## config.mk

```make
export PLATFORM = sky130hd
export DESIGN_NAME = rr_mux
export DESIGN_NICKNAME = d
export VERILOG_FILES = /design/src/rtl/rr_mux.sv
export SDC_FILE = /design/constraint.sdc
export NUM_CORES = 1
export LEC_CHECK = 0
export ABC_AREA = 1
export CORE_ASPECT_RATIO = 0.7
export CORE_MARGIN = 3
export CORE_UTILIZATION = 30
export DETAILED_ROUTE_END_ITERATION = 10
export MAX_ROUTING_LAYER = met4
export PLACE_DENSITY_LB_ADDON = 0.3
export SKIP_LAST_GASP = 1
export SLEW_MARGIN = 5
export SYNTH_ARGS = -nofsm -noshare
export SYNTH_HDL_FRONTEND = slang
export SYNTH_SLANG_ARGS = --single-unit
```

## constraint.sdc

```tcl
create_clock -name clk -period 7.8 [get_ports clk]
set_input_delay 1.56 -clock clk [delete_from_list [all_inputs] [get_ports clk]]
set_output_delay 1.56 -clock clk [all_outputs]
set_load 0.02 [all_outputs]
```

## src/rtl/rr_mux.sv

```systemverilog
// Round-robin N:1 valid/ready multiplexer with a single registered output stage.
// out_sel carries the source lane so a downstream demux can route the word back.
module rr_mux #(
  parameter  int N    = 8,
  parameter  int W    = 8,
  localparam int SELW = $clog2(N)
) (
  input  logic              clk,
  input  logic              rst_n,
  input  logic [N-1:0]      in_valid,
  output logic [N-1:0]      in_ready,
  input  logic [N*W-1:0]    in_data,
  output logic              out_valid,
  input  logic              out_ready,
  output logic [W-1:0]      out_data,
  output logic [SELW-1:0]   out_sel
);

  logic [SELW-1:0] ptr;
  logic [SELW-1:0] grant;
  logic            any_req;
  logic            load_en;
  logic            vld_p0;
  logic [W-1:0]    data_p0;
  logic [SELW-1:0] sel_p0;

  assign load_en = !vld_p0 || out_ready;

  // Scan from the farthest offset down so the nearest requester after ptr wins.
  always_comb begin
    grant   = '0;
    any_req = 1'b0;
    for (int k = N; k >= 1; k--) begin
      int              idx;
      logic [SELW-1:0] cand;
      idx  = (int'(ptr) + k) % N;
      cand = SELW'(idx);
      if (in_valid[cand]) begin
        grant   = cand;
        any_req = 1'b1;
      end
    end
  end

  always_comb begin
    in_ready = '0;
    if (rst_n && load_en && any_req) begin
      in_ready[grant] = 1'b1;
    end
  end

  // Output register stage
  always_ff @(posedge clk) begin
    if (!rst_n) begin
      vld_p0  <= 1'b0;
      data_p0 <= '0;
      sel_p0  <= '0;
      ptr     <= SELW'(N - 1);
    end else if (load_en) begin
      if (any_req) begin
        vld_p0  <= 1'b1;
        data_p0 <= in_data[int'(grant)*W +: W];
        sel_p0  <= grant;
        ptr     <= grant;
      end else begin
        vld_p0  <= 1'b0;
      end
    end
  end

  assign out_valid = vld_p0;
  assign out_data  = data_p0;
  assign out_sel   = sel_p0;

endmodule

```

==> impl_metrics.json, run 1 <==
{
  "run_status": "completed",
  "worstSetupStartpointType": "input pin",
  "start_util_pct": 31.7,
  "syn_area_per_cell_um2": 5.55,
  "route.vias.total": 2765,
  "portBuffers": 94,
  "crit_type": "input pin to output port",
  "cp_cell_sequence": "clkdlybuf4s50_1 -> nand2_1 -> nand3_1 -> nand3_1 -> nand2_2 -> inv_2 -> nand2_1 -> nand2_1 -> nand2_1 -> nand2_1 -> nand2_1 -> nand2_1 -> nand2_1 -> nand2_1 -> inv_2 -> nand2_1 -> nor2_1 -> clkdlybuf4s50_1",
  "finalMaxSlewViolations": 0,
  "yosysWarningCount": 0,
  "nets": 550,
  "dp.final_hpwl_mm": 5.99,
  "final_layout_size_suffix_gt1_share_pct": 10.2,
  "postCtsSetupBuffers": 0,
  "grt.total_usage_pct": 18.8,
  "grt_pass1_vias": 2448,
  "hp-class": "flip-flop to flip-flop",
  "fin_crit_ps": 6140,
  "grt_max_degree": 27,
  "drtIter0Drc": 173,
  "wirelength_mm": 7.64,
  "dieArea_um2": 8340,
  "regArea_um2": 300,
  "multi_input_area_um2": 1590,
  "grt_pass1_wl_mm": 12.5,
  "cts_tree": "built",
  "firstDrtPassIters": 5,
  "rsz0062_at_grt": "no",
  "hold_viol_final": 0,
  "crit_path_end_kind": "output port",
  "final-setup-viol-count": 0,
  "crit_fanout": 19,
  "ctsResizeCount": 0,
  "numCtsBuffers": 3,
  "fmax_mhz": 163,
  "clock_skew_ps": 2.25,
  "h-tree-depth": 1,
  "rows": 25,
  "vias_per_cell": 4.89,
  "cpMaxStageDelayCell": "clkdlybuf4s50_1",
  "synth_area_um2": 2180,
  "synthDistinctLibCells": 28,
  "critPathMaxStageDelay_ps": 630,
  "worst_ep_arrival_time_ps": 4580,
  "cap_violations": 0,
  "area_growth_pct": 43.9,
  "layout_commonest_cell": "nand2_1",
  "grt_overflow": 0,
  "fillerInstances": 729,
  "route.detailed.drc": 0,
  "synth-seq-cells": 15,
  "hold_buffers": 0,
  "cts_num_sinks": 15,
  "diodes": 0,
  "fin_setup_tns_ps": 0,
  "tightest_slew_ps": 911,
  "min_period_over_period_pct": 78.8,
  "cp.required_ps": 6240,
  "synth_cells": 393,
  "slew-limit-headroom_pct": 39.3,
  "syn-num-nets": 470,
  "coreArea_um2": 6880,
  "antenna_found_initial": 0,
  "ys_seq_area_share_pct": 13.8,
  "clockBufferDepth": 2,
  "ios": 95,
  "worst_path_most_repeated_cell": "nand2_1",
  "path_clk_slew_ps": 60,
  "final_cell_mix": "112 x nand2_1, 99 x nand3_1, 94 x clkdlybuf4s50_1",
  "cts_root_buffer": "clkbuf_8",
  "antenna_left": 0,
  "dieWidth_um": 108,
  "worst_skew_pair.late_latency_ps": 250,
  "routedWlPerCell_um": 13.5,
  "gp_congestion": 0.925,
  "die_y_um": 77.3
}
[stage by stage]
stage | utilization, % | setup slack, ps | cells | area, µm² | hold WS, ps
floorplan | - | 3230 | 393 | 2180 | 536
global placement | 44.9 | 1690 | 562 | 3090 | 458
detailed placement | 44.9 | 1720 | 562 | 3090 | 458
CTS | 45.6 | 1700 | 566 | 3140 | 466
global route | 45.6 | 1280 | 566 | 3140 | 495
finish | 45.6 | 1660 | 566 | 3140 | 464
[cell type report]
type                    instances  share of cell area [%]
clock buffers                   3                    1.32
clock inverters                 1                   0.160
inverters                      36                    4.39
multi-input cells             322                    50.6
flip-flops and latches         15                    9.58
well taps                      94                    3.75
repair buffers                 95                    30.2
[layer usage]
| layer | wire (µm) | global-route usage [%] | up-vias |
|---|---|---|---|
| met2 | 3160 | 25.1 | 107 |
| met1 | 3900 | 30.0 | 1219 |
| met3 | 514 | 1.93 | 8 |
| li1 | - | - | 1431 |
| met4 | 71 | 3.03 | 0 |
| met5 | 0 | - | - |
[path summary, 6_finish.rpt]
kind,endpoint,slack [ps],cells past startpoint,from
hold / removal,out_sel[2],460,2,out_sel[2]
hold reg to reg,out_sel[2],460,2,out_sel[2]
setup / recovery,in_ready[5],1660,18,in_valid[2]
setup reg to reg,out_data[2],4070,20,ptr[0]
[registers in the layout, indices dropped and copies added (netlist names)]
name       cells
out_data       8
out_sel        3
out_valid      1
ptr            3
[logic make-up (layout without fill, tap and decap cells)]
| logic type | count (synthesis) | after routing | share of synthesized area (%) |
|---|---|---|---|
| adders and majority gates | 2 | 2 | 1.15 |
| buffers and inverters | 56 | 135 | 13.5 |
| and+or+nand+nor | 293 | 293 | 63.6 |
| xor gates and xnor gates | 6 | 6 | 2.41 |
| DFF | 15 | 15 | 13.8 |
| AOI/OAI and AO/OA | 21 | 21 | 5.57 |
[cell usage after synthesis, drive strengths merged]
master / number / area [µm²]
nor2: 48 / 185
nand2: 133 / 562
buf: 19 / 153
o211ai: 3 / 22.5
nand4: 1 / 6.26
a21boi: 2 / 15.0
inv: 36 / 138
xnor2: 3 / 26.3
clkbuf: 1 / 3.75
ha: 2 / 25.0
dfxtp: 15 / 300
nor4: 1 / 12.5
a21oi: 7 / 38.8
xor2: 3 / 26.3
o21ai: 9 / 45.0
nand3: 110 / 621
[worst max-delay path, delay by kind of cell]
kind,cells,cell delay (ps)
and+or+nand+nor,14,1440
buffers and inverters,4,1570
Power of run 1 is left out: the tool's default activity adds up to more than one toggle a clock period on the data nets, which glitch-free logic cannot reach.
==> inputs of run 2 (changes only) <==
==> constraint.sdc (replaced) <==
create_clock -name clk -period 5.05 [get_ports clk]
set_input_delay 1.01 -clock clk [delete_from_list [all_inputs] [get_ports clk]]
set_output_delay 1.01 -clock clk [all_outputs]
set_load 0.02 [all_outputs]
==> impl_metrics.json, run 2 (synthesis gave the netlist of run 1 again) <==
{
  "cp_cell_sequence": "clkdlybuf4s50_1 -> nand2_1 -> nand3_1 -> nand3_1 -> nand2_2 -> inv_2 -> nor2_1 -> nand2_1 -> nand2_1 -> nand2_2 -> nand2_2 -> nand2_4 -> nand2_2 -> nand3_2 -> nor2_1 -> clkdlybuf4s50_1",
  "worst-path-buf-inv": 3,
  "finalMaxSlewViolations": 0,
  "worst_skew_pair.late_latency_ps": 250,
  "timing.rr.start": "ptr[1]",
  "grt_overflow": 0,
  "coreArea_um2": 6880,
  "postCtsSetupBuffers": 0,
  "largest_reg_flops": 8,
  "final_cell_mix": "112 x nand2_1, 99 x nand3_1, 94 x clkdlybuf4s50_1",
  "worst_ep_arrival_time_ps": 3720,
  "path_clk_slew_ps": 60,
  "dieArea_um2": 8340,
  "numCtsBuffers": 3,
  "crit_type": "input pin to output port",
  "worst_path_most_repeated_cell": "nand2_2",
  "crit_end": "in_ready[3]",
  "drtIter0Drc": 210,
  "area_growth_pct": 46.2,
  "slew-limit-headroom_pct": 62.5,
  "worstSetupStartpointType": "input pin",
  "route.detailed.drc": 0,
  "r2r_slack_ps": 1950,
  "rsz0062_at_grt": "no",
  "wirelength_mm": 7.69,
  "die_y_um": 77.3,
  "hp-class": "flip-flop to flip-flop",
  "startpoint": "in_valid[0]",
  "firstDrtPassIters": 4,
  "start_util_pct": 31.7,
  "gp_congestion": 0.980,
  "reg2reg_to": "out_data[5]",
  "crit_fanout": 25,
  "crit_path_end_kind": "output port",
  "fin_crit_ps": 4730,
  "antenna_left": 0,
  "vias_per_cell": 4.88,
  "h-tree-depth": 1,
  "final_layout_size_suffix_gt1_share_pct": 11.3,
  "nets": 557,
  "ios": 95,
  "fillerInstances": 724,
  "place_area_um2": 3140,
  "tightest_slew_ps": 560,
  "cp.depth": 16,
  "cp.required_ps": 4040,
  "ff2ff_path_depth": 19,
  "portBuffers": 94,
  "clockBufferDepth": 2,
  "ctsResizeCount": 0,
  "routedWlPerCell_um": 13.4,
  "critPathMaxStageDelay_ps": 610,
  "clock_skew_ps": 1.95,
  "min_period_over_period_pct": 93.7,
  "fin_setup_tns_ps": 0,
  "critPathTopFamily": "simple AND/OR/NAND/NOR gates",
  "run_status": "completed",
  "diodes": 0,
  "antenna_found_initial": 0,
  "fin_area_um2": 3190,
  "hold_buffers": 0,
  "final-setup-viol-count": 0,
  "fmax_mhz": 211,
  "grt_max_degree": 26,
  "cts_tree": "built",
  "layout_commonest_cell": "nand2_1",
  "cts_root_buffer": "clkbuf_8",
  "grt_pass1_vias": 2551,
  "rows": 25,
  "cap_violations": 0,
  "cpMaxStageDelayCell": "clkdlybuf4s50_1",
  "dieWidth_um": 108,
  "grt_pass1_wl_mm": 12.5,
  "cts_num_sinks": 15,
  "hold_viol_final": 0,
  "route.vias.total": 2797,
  "dp.final_hpwl_mm": 6.10,
  "grt.total_usage_pct": 18.5,
  "final_cells": 573,
  "dp.cells": 569
}
## run 2: changes by cell type in the layout (fill, tap and decap cells not counted)
cell	before	now
buf_4	1	8
clkinv_2	1	0
clkbuf_1	0	1
## run 2: routing by layer
metal	track usage, %	part of all wire (%)	vias up	routed length (µm)
met4	5.04	1.7	0	131
met2	25.9	41	105	3170
met1	28.4	51	1242	3920
met3	1.09	6.0	13	460
li1	-	-	1437	-
met5	-	0	-	0
## run 2: area by class of cell
cell class / instances / area [µm²] / share of cell area, %
clock buffers: 4 / 45.0 / 1.41
flip-flops and latches: 15 / 300 / 9.42
inverters: 36 / 138 / 4.32
well taps: 94 / 118 / 3.69
multi-input cells: 322 / 1590 / 49.7
repair buffers: 102 / 1000 / 31.4
## run 2: how the worst min path moves through the flow
stage | from | to | cells after the start
CTS | out_sel[2] | out_sel[2] | 2
finish | out_sel[2] | out_sel[2] | 2
detailed placement | out_sel[2] | out_sel[2] | 2
floorplan | out_sel[2] | out_sel[2] | 2
global route | out_sel[1] | out_sel[1] | 2
global placement | out_sel[2] | out_sel[2] | 2
## run 2: tightest hold or removal path, delay by kind of cell, from the launching register on
family	cells	cell delay, ps
flops	1	310
compound gates	1	50
simple gates	1	60
## run 2: through the flow
step / util, % / hold WS (ps) / setup slack [ps]
after global placement: 45.7 / 453 / 392
after detailed placement: 45.7 / 468 / 345
after CTS: 46.3 / 475 / 332
after floorplan: - / 536 / 1580
after global routing: 46.3 / 504 / 92.4
final: 46.3 / 472 / 320
Power of run 2 is left out for the same reason.
